## config.mk

```make
export PLATFORM = sky130hd
export DESIGN_NAME = alu_md_unit_flat
export DESIGN_NICKNAME = d
export VERILOG_FILES = /design/src/rtl/alu_md_unit_pkg.sv /design/src/rtl/alu_md_unit_if.sv /design/src/rtl/alu_md_unit_md_iter_core.sv /design/src/rtl/alu_md_unit.sv /design/src/flat_wrapper.sv
export SDC_FILE = /design/constraint.sdc
export NUM_CORES = 1
export LEC_CHECK = 0
export CORE_MARGIN = 2
export CORE_UTILIZATION = 40
export DETAILED_ROUTE_END_ITERATION = 8
export GPL_ROUTABILITY_DRIVEN = 0
export PLACE_DENSITY_LB_ADDON = 0.2
export SLEW_MARGIN = 0
export SYNTH_ARGS = -nofsm -noshare
export SYNTH_HDL_FRONTEND = slang
export SYNTH_HIERARCHICAL = 1
export SYNTH_SLANG_ARGS = --single-unit
```

## constraint.sdc

```tcl
create_clock -name clk -period 6.7 [get_ports clk]
set_input_delay 1.34 -clock clk [delete_from_list [all_inputs] [get_ports clk]]
set_output_delay 1.34 -clock clk [all_outputs]
set_load 0.01 [all_outputs]
```

## src/rtl/alu_md_unit_pkg.sv

```systemverilog
`default_nettype none
// ============================================================================
//  Module   : alu_md_unit_pkg
//  Purpose  : Op codes, FSM encoding and operand-signedness helpers shared
//             by the RV32M multiply/divide execute unit.
//  Revision : 1.0  initial release
// ============================================================================
package alu_md_unit_pkg;

    localparam int unsigned c_MD_OP_WIDTH = 3;

    // funct3 encoding of the M extension
    typedef enum logic [2:0] {
        MD_MUL    = 3'd0,
        MD_MULH   = 3'd1,
        MD_MULHSU = 3'd2,
        MD_MULHU  = 3'd3,
        MD_DIV    = 3'd4,
        MD_DIVU   = 3'd5,
        MD_REM    = 3'd6,
        MD_REMU   = 3'd7
    } md_op_e;

    localparam logic [1:0] c_MD_IDLE = 2'd0;
    localparam logic [1:0] c_MD_CALC = 2'd1;
    localparam logic [1:0] c_MD_DONE = 2'd2;

    typedef enum logic [1:0] {
        ST_IDLE = c_MD_IDLE,
        ST_CALC = c_MD_CALC,
        ST_DONE = c_MD_DONE
    } md_state_e;

    function automatic logic op_is_div(input md_op_e op);
        return op[2];
    endfunction

    function automatic logic op_s1_signed(input md_op_e op);
        return (op == MD_MULH) || (op == MD_MULHSU) || (op == MD_DIV) || (op == MD_REM);
    endfunction

    function automatic logic op_s2_signed(input md_op_e op);
        return (op == MD_MULH) || (op == MD_DIV) || (op == MD_REM);
    endfunction

endpackage
`default_nettype wire

```

## src/rtl/alu_md_unit_if.sv

```systemverilog
`default_nettype none
// ============================================================================
//  Module   : alu_md_unit_if
//  Purpose  : Request/response handshake bundle between EX and the M unit.
//  Revision : 1.0  initial release
// ============================================================================
interface alu_md_unit_if #(
    parameter int DATA_WIDTH  = 32,
    parameter int MD_OP_WIDTH = 3
);
    logic                   flush;
    logic                   in_valid;
    logic                   in_ready;
    logic [MD_OP_WIDTH-1:0] md_op;
    logic [DATA_WIDTH-1:0]  s1;
    logic [DATA_WIDTH-1:0]  s2;
    logic                   out_valid;
    logic                   out_ready;
    logic [DATA_WIDTH-1:0]  md_result;
    logic                   md_busy;

    modport master (
        output flush, in_valid, md_op, s1, s2, out_ready,
        input  in_ready, out_valid, md_result, md_busy
    );

    modport slave (
        input  flush, in_valid, md_op, s1, s2, out_ready,
        output in_ready, out_valid, md_result, md_busy
    );
endinterface
`default_nettype wire

```

## src/rtl/alu_md_unit_md_iter_core.sv

```systemverilog
`default_nettype none
// ============================================================================
//  Module   : md_iter_core
//  Purpose  : Combinational BITS_PER_CYCLE step of shift-add multiply or
//             restoring divide on a packed {hi, lo} accumulator.
//  Revision : 1.0  initial release
// ============================================================================
module md_iter_core #(
    parameter int DATA_WIDTH     = 32,
    parameter int BITS_PER_CYCLE = 1
) (
    input  wire logic                    i_is_div,
    input  wire logic [DATA_WIDTH-1:0]   i_operand,
    input  wire logic [2*DATA_WIDTH-1:0] i_acc,
    output logic      [2*DATA_WIDTH-1:0] o_acc
);
    logic [2*DATA_WIDTH-1:0] w_stage [0:BITS_PER_CYCLE];

    assign w_stage[0] = i_acc;

    // mul: {hi, multiplier}, add into hi then shift right.
    // div: {remainder, dividend}, shift left and subtract when it fits.
    for (genvar gi = 0; gi < BITS_PER_CYCLE; gi++) begin : g_step
        logic [DATA_WIDTH:0]   w_mul_sum;
        logic [DATA_WIDTH:0]   w_div_rem;
        logic [DATA_WIDTH-1:0] w_div_diff;
        logic                  w_div_ge;

        assign w_mul_sum  = {1'b0, w_stage[gi][2*DATA_WIDTH-1:DATA_WIDTH]}
                          + (w_stage[gi][0] ? {1'b0, i_operand} : {(DATA_WIDTH+1){1'b0}});
        assign w_div_rem  = {w_stage[gi][2*DATA_WIDTH-1:DATA_WIDTH], w_stage[gi][DATA_WIDTH-1]};
        assign w_div_ge   = (w_div_rem >= {1'b0, i_operand});
        assign w_div_diff = w_div_rem[DATA_WIDTH-1:0] - i_operand;

        assign w_stage[gi+1] = i_is_div
            ? {(w_div_ge ? w_div_diff : w_div_rem[DATA_WIDTH-1:0]),
               w_stage[gi][DATA_WIDTH-2:0], w_div_ge}
            : {w_mul_sum, w_stage[gi][DATA_WIDTH-1:1]};
    end

    assign o_acc = w_stage[BITS_PER_CYCLE];
endmodule
`default_nettype wire

```

## src/rtl/alu_md_unit.sv

```systemverilog
`default_nettype none
// ============================================================================
//  Module   : alu_md_unit
//  Purpose  : Multi-cycle RV32M multiply/divide/remainder unit for EX.
//  Revision : 1.0  initial release
// ============================================================================
module alu_md_unit
    import alu_md_unit_pkg::*;
#(
    parameter int DATA_WIDTH     = 32,
    parameter int BITS_PER_CYCLE = 1,
    parameter int MD_OP_WIDTH    = c_MD_OP_WIDTH
) (
    input  wire logic    clk,
    input  wire logic    rst,
    alu_md_unit_if.slave bus
);
    localparam int c_STEPS = DATA_WIDTH / BITS_PER_CYCLE;
    localparam int c_CNT_W = $clog2(c_STEPS);
    localparam logic [c_CNT_W-1:0]    c_CNT_LAST = c_CNT_W'(c_STEPS - 1);
    localparam logic [DATA_WIDTH-1:0] c_MOST_NEG = {1'b1, {(DATA_WIDTH-1){1'b0}}};

    md_state_e                 r_state;
    md_state_e                 w_state_nxt;
    md_op_e                    r_op;
    md_op_e                    w_op;
    logic [MD_OP_WIDTH-1:0]    w_op_raw;
    logic                      r_neg_q;
    logic                      r_neg_r;
    logic [c_CNT_W-1:0]        r_cnt;
    logic [DATA_WIDTH-1:0]     r_operand;
    logic [2*DATA_WIDTH-1:0]   r_acc;
    logic [2*DATA_WIDTH-1:0]   w_acc_next;
    logic [DATA_WIDTH-1:0]     r_result;

    logic                      w_in_div;
    logic                      w_s1_neg;
    logic                      w_s2_neg;
    logic [DATA_WIDTH-1:0]     w_s1_mag;
    logic [DATA_WIDTH-1:0]     w_s2_mag;
    logic                      w_div_zero;
    logic                      w_overflow;
    logic                      w_special;
    logic [DATA_WIDTH-1:0]     w_special_result;
    logic                      w_accept;
    logic                      w_load_result;
    logic [2*DATA_WIDTH-1:0]   w_prod;
    logic [DATA_WIDTH-1:0]     w_quot;
    logic [DATA_WIDTH-1:0]     w_rem;
    logic [DATA_WIDTH-1:0]     w_calc_result;

    // ---------------- operand decode at accept ----------------
    assign w_op_raw   = bus.md_op;
    assign w_op       = md_op_e'(w_op_raw[2:0]);
    assign w_in_div   = op_is_div(w_op);
    assign w_s1_neg   = op_s1_signed(w_op) & bus.s1[DATA_WIDTH-1];
    assign w_s2_neg   = op_s2_signed(w_op) & bus.s2[DATA_WIDTH-1];
    assign w_s1_mag   = w_s1_neg ? -bus.s1 : bus.s1;
    assign w_s2_mag   = w_s2_neg ? -bus.s2 : bus.s2;
    assign w_div_zero = w_in_div && (bus.s2 == '0);
    assign w_overflow = ((w_op == MD_DIV) || (w_op == MD_REM))
                        && (bus.s1 == c_MOST_NEG) && (bus.s2 == '1);
    assign w_special  = w_div_zero | w_overflow;

    always_comb begin
        w_special_result = '0;
        if (w_div_zero) begin
            w_special_result = ((w_op == MD_DIV) || (w_op == MD_DIVU)) ? '1 : bus.s1;
        end else if (w_overflow) begin
            w_special_result = (w_op == MD_DIV) ? bus.s1 : '0;
        end
    end

    // ---------------- iteration and result sign correction ----------------
    md_iter_core #(
        .DATA_WIDTH     (DATA_WIDTH),
        .BITS_PER_CYCLE (BITS_PER_CYCLE)
    ) u_iter (
        .i_is_div  (op_is_div(r_op)),
        .i_operand (r_operand),
        .i_acc     (r_acc),
        .o_acc     (w_acc_next)
    );

    assign w_prod = r_neg_q ? -w_acc_next : w_acc_next;
    assign w_quot = r_neg_q ? -w_acc_next[DATA_WIDTH-1:0] : w_acc_next[DATA_WIDTH-1:0];
    assign w_rem  = r_neg_r ? -w_acc_next[2*DATA_WIDTH-1:DATA_WIDTH]
                            :  w_acc_next[2*DATA_WIDTH-1:DATA_WIDTH];

    always_comb begin
        w_calc_result = '0;
        case (r_op)
            MD_MUL:                       w_calc_result = w_prod[DATA_WIDTH-1:0];
            MD_MULH, MD_MULHSU, MD_MULHU: w_calc_result = w_prod[2*DATA_WIDTH-1:DATA_WIDTH];
            MD_DIV, MD_DIVU:              w_calc_result = w_quot;
            default:                      w_calc_result = w_rem;
        endcase
    end

    // ---------------- FSM ----------------
    always_ff @(posedge clk) begin
        if (rst) begin
            r_state <= ST_IDLE;
        end else begin
            r_state <= w_state_nxt;
        end
    end

    always_comb begin
        w_state_nxt   = r_state;
        w_accept      = 1'b0;
        w_load_result = 1'b0;
        case (r_state)
            ST_IDLE: begin
                if (bus.in_valid && !bus.flush) begin
                    w_accept    = 1'b1;
                    w_state_nxt = w_special ? ST_DONE : ST_CALC;
                end
            end
            ST_CALC: begin
                if (r_cnt == c_CNT_LAST) begin
                    w_load_result = !bus.flush;
                    w_state_nxt   = ST_DONE;
                end
            end
            ST_DONE: begin
                if (bus.out_ready) begin
                    w_state_nxt = ST_IDLE;
                end
            end
            default: w_state_nxt = ST_IDLE;
        endcase
        // flush dominates every transition, including a completing handshake
        if (bus.flush) begin
            w_state_nxt = ST_IDLE;
        end
    end

    // ---------------- datapath registers ----------------
    always_ff @(posedge clk) begin
        if (rst) begin
            r_op      <= MD_MUL;
            r_neg_q   <= 1'b0;
            r_neg_r   <= 1'b0;
            r_cnt     <= '0;
            r_operand <= '0;
            r_acc     <= '0;
            r_result  <= '0;
        end else if (w_accept) begin
            r_op      <= w_op;
            r_neg_q   <= w_s1_neg ^ w_s2_neg;
            r_neg_r   <= w_s1_neg;
            r_cnt     <= '0;
            r_operand <= w_in_div ? w_s2_mag : w_s1_mag;
            r_acc     <= {{DATA_WIDTH{1'b0}}, (w_in_div ? w_s1_mag : w_s2_mag)};
            if (w_special) begin
                r_result <= w_special_result;
            end
        end else if (r_state == ST_CALC) begin
            r_acc <= w_acc_next;
            r_cnt <= r_cnt + c_CNT_W'(1);
            if (w_load_result) begin
                r_result <= w_calc_result;
            end
        end
    end

    assign bus.in_ready  = (r_state == ST_IDLE);
    assign bus.out_valid = (r_state == ST_DONE);
    assign bus.md_busy   = (r_state == ST_CALC) || (r_state == ST_DONE);
    assign bus.md_result = r_result;

endmodule
`default_nettype wire
```

## src/flat_wrapper.sv

```systemverilog
// flat-port wrapper written by rule: the top's interface ports become plain ports
module alu_md_unit_flat import alu_md_unit_pkg::*;
#(
    parameter int DATA_WIDTH     = 32,
    parameter int BITS_PER_CYCLE = 1,
    parameter int MD_OP_WIDTH    = c_MD_OP_WIDTH
)
  (clk, rst, bus_flush, bus_in_valid, bus_md_op, bus_s1, bus_s2, bus_out_ready, bus_in_ready, bus_out_valid, bus_md_result, bus_md_busy);
  alu_md_unit_if #(.DATA_WIDTH(DATA_WIDTH), .MD_OP_WIDTH(MD_OP_WIDTH)) bus_i ();
  input  wire logic clk;
  input  wire logic rst;
  input wire logic [$bits(bus_i.flush)-1:0] bus_flush;
  input wire logic [$bits(bus_i.in_valid)-1:0] bus_in_valid;
  input wire logic [$bits(bus_i.md_op)-1:0] bus_md_op;
  input wire logic [$bits(bus_i.s1)-1:0] bus_s1;
  input wire logic [$bits(bus_i.s2)-1:0] bus_s2;
  input wire logic [$bits(bus_i.out_ready)-1:0] bus_out_ready;
  output wire logic [$bits(bus_i.in_ready)-1:0] bus_in_ready;
  output wire logic [$bits(bus_i.out_valid)-1:0] bus_out_valid;
  output wire logic [$bits(bus_i.md_result)-1:0] bus_md_result;
  output wire logic [$bits(bus_i.md_busy)-1:0] bus_md_busy;
  assign bus_i.flush = bus_flush;
  assign bus_i.in_valid = bus_in_valid;
  assign bus_i.md_op = bus_md_op;
  assign bus_i.s1 = bus_s1;
  assign bus_i.s2 = bus_s2;
  assign bus_i.out_ready = bus_out_ready;
  assign bus_in_ready = bus_i.in_ready;
  assign bus_out_valid = bus_i.out_valid;
  assign bus_md_result = bus_i.md_result;
  assign bus_md_busy = bus_i.md_busy;
  alu_md_unit #(.DATA_WIDTH(DATA_WIDTH), .BITS_PER_CYCLE(BITS_PER_CYCLE), .MD_OP_WIDTH(MD_OP_WIDTH)) u_core (.clk(clk), .rst(rst), .bus(bus_i));
endmodule
```

==> flow_summary.toml <==
[status]
outcome = "finished clean"

[logic_synthesis]
synth_nets = 2266
yosysSeqAreaShare = 0.181
yosys_warnings = 6
yosysMostFrequentCell = "nor2_1"
synth_common_cells = "nor2_1, nand2_1, a21oi_1"
ys_types = 90
postSynth.asyncResetShare = 0
yosysTopAreaCell = "dfxtp_1"
synth_edf_count = 0
synth_top_area_frac = 0.181
syn_inst = 2118
avgSynthCellArea_um2 = 7.31
synth_ff_type = "dfxtp_1"
syn_area_mm2 = 0.0155
synth_area_leaders = "dfxtp_1, ha_1, mux2i_1, a21oi_1, xnor2_1"
synth_seq_cells = 140

[setup_path]
crit_required_ns = 7.05
worstSetupPathType = "register to register"
crit_chain = "inv_1, ha_1, o21ai_0, a21oi_1, o31ai_1, o21a_1, o21ai_1, nand3_1, and2_2, a21oi_1, a21oi_1, nor4_1, nand2_1, nor2_1, mux2_2, a21oi_1, o211ai_1, a32o_1"
slowest_delay_ns = 0.81
worstPathArrival_ns = 6.67
end_kind = "register"
worst_path_most_repeated_cell = "a21oi_1"
path_delay_family = "compound AO/OA/AOI/OAI gates"
critPathBufInv = 1
worst_path_max_delay_cell = "nor4_1"
worstSetupStartpointType = "register"
worstPathMaxFanout = 14

[cts]
cts_inserted_buffers = 17
cts_resized = 0
h-tree-depth = 4
root_buffer = "clkbuf_16"
cts.clk_slew.worst_paths_ns = 0.07
cts.sinks = 140
postCtsSetupBuffers = 0
clock_path_buffers = 2
ctsHoldBuffers = 0
cts_tree = "done"
worstSkewPairLatency_ns = 0.46

[grt]
grt_use_total = 0.317
grt_overflow_total = 0
grt_max_degree = 71
antenna_found_initial = 2
grt_pass1_vias = 16200
grt_pass1_wl_um = 99100

[timing]
worstMarginPinSlew_ns = 1.29
timing.setup.tns_ns = 0
drv_slew = 0
min_period_ns = 6.31
skew_ns = 0.0152
min_period_over_period = 0.942
finalSetupViolCount = 0
slew_headroom = 0.132
clock.fmax_ghz = 0.158
hold_viol = 0
rsz0062_at_grt = "no"

[floorplanning]
core_area_mm2 = 0.0385
pin_count = 107
die_area_mm2 = 0.0403
die_h_um = 201
die_x_um = 201
rows = 72
start_util = 0.403

[pwr]
total_power_mw = 3.21
p_leak_nw = 6.62
ir_drop_mv = 0.166
power_density_mw_per_mm2 = 183

[run]
maxCapViolCount = 0

[final_layout]
syn2layout_area_growth_pct = 13.5
drive_gt1_frac = 0.0813
diodes = 0
fin_nets = 2287

[placement]
dp_hpwl_um = 50800
io_buffers = 106

[drt]
detail_route.wl_per_cell_um = 24.7
drc = 0
ant_nets = 0
drt_pass1_iterations = 7
post_drt_via_cell_ratio = 6.56
via_count = 17500
routed_wl_um = 65900
drt_iter0_markers = 2217

[hold_path]
hold_class = "register to register"
state kept, by name (all words and copies together), names as in the netlist:
name / flops
u_core/r_state: 2
u_core/r_neg_r: 1
u_core/r_acc: 64
u_core/r_cnt: 5
u_core/r_neg_q: 1
u_core/bus.md_result: 32
u_core/r_op: 3
u_core/r_operand: 32
logic make-up (layout without fill, tap and decap cells):
logic type      count (synthesis)  after routing  share of synthesized area
buf+inv                       228            262                     0.0577
xor+xnor                      154            154                     0.0871
flops                         140            140                      0.181
mux                           130            130                     0.0873
fa+ha+maj                      76             76                     0.0623
simple gates                  729            729                      0.237
compound gates                661            661                      0.288
worst min-delay path, delay by kind of cell (launching register included):
family	cells	cell delay, ns
simple gates	1	0.06
compound gates	1	0.05
flops	1	0.32
final cells by class:
class,instances,area [um2]
flip-flops and latches,140,2800
inverters,79,297
repair buffers,151,1390
well taps,518,648
clock buffers,18,439
multi-input cells,1750,11800
fillers,3911,20900
clock inverters,14,176
final timing paths:
kind | from | to | slack (ns) | depth (start not counted)
worst min register to register | u_core/r_operand[1]$_SDFFE_PP0P_ | u_core/r_operand[1]$_SDFFE_PP0P_ | 0.47 | 2
worst max-delay path | u_core/r_operand[5]$_SDFFE_PP0P_ | u_core/bus.md_result[15]$_SDFFE_PP0P_ | 0.39 | 18
worst max register to register | u_core/r_operand[5]$_SDFFE_PP0P_ | u_core/bus.md_result[15]$_SDFFE_PP0P_ | 0.39 | 18
worst min-delay path | u_core/r_operand[1]$_SDFFE_PP0P_ | u_core/r_operand[1]$_SDFFE_PP0P_ | 0.47 | 2
power by group:
group	switching (mW)	internal [mW]
combinational	0.821	0.446
sequential	0.0449	0.873
clock	0.455	0.573
total	1.32	1.89
through the flow:
stage / hold WS [ns] / util / worst slack (ns) / instance area, um2 / instances
2_1_floorplan: 0.440 / - / 1.64 / 15500 / 2118
3_3_place_gp: 0.451 / 0.441 / 0.733 / 17000 / 2638
3_5_place_dp: 0.463 / 0.441 / 0.701 / 17000 / 2638
4_1_cts: 0.475 / 0.457 / 0.653 / 17600 / 2670
5_1_grt: 0.499 / 0.457 / 0.115 / 17600 / 2670
6_report: 0.473 / 0.457 / 0.386 / 17600 / 2670
per-layer routing:
| metal | GRT usage | vias up | share of wire |
|---|---|---|---|
| met3 | 0.0802 | 237 | 0.098 |
| met4 | 0.176 | 4 | 0.065 |
| met5 | 0 | - | 0.00041 |
| li1 | - | 7936 | - |
| met2 | 0.495 | 1092 | 0.43 |
| met1 | 0.399 | 8251 | 0.40 |
layout by cell type, fill, tap and decap left out, drive strengths merged, types with 17 or more instances in the layout:
| master | netlist | final |
|---|---|---|
| clkdlybuf4s50 | 0 | 104 |
| o211ai | 32 | 32 |
| ha | 74 | 74 |
| a21o | 43 | 43 |
| mux2 | 41 | 41 |
| or3 | 37 | 37 |
| nor3 | 59 | 59 |
| nand4 | 33 | 33 |
| a211oi | 32 | 32 |
| nand2 | 177 | 177 |
| buf | 25 | 47 |
| nor4 | 38 | 38 |
| inv | 79 | 85 |
| o21a | 17 | 17 |
| mux2i | 89 | 89 |
| or4 | 24 | 24 |
| a31oi | 35 | 35 |
| o31ai | 33 | 33 |
| o41ai | 18 | 18 |
| a21oi | 167 | 167 |
| dfxtp | 140 | 140 |
| xnor2 | 95 | 95 |
| nand3 | 49 | 49 |
| clkbuf | 124 | 18 |
| o21ai | 121 | 121 |
| and2 | 46 | 46 |
| nor2 | 190 | 190 |
| xor2 | 59 | 59 |
No activity file was read; power rests on OpenSTA's default activity.
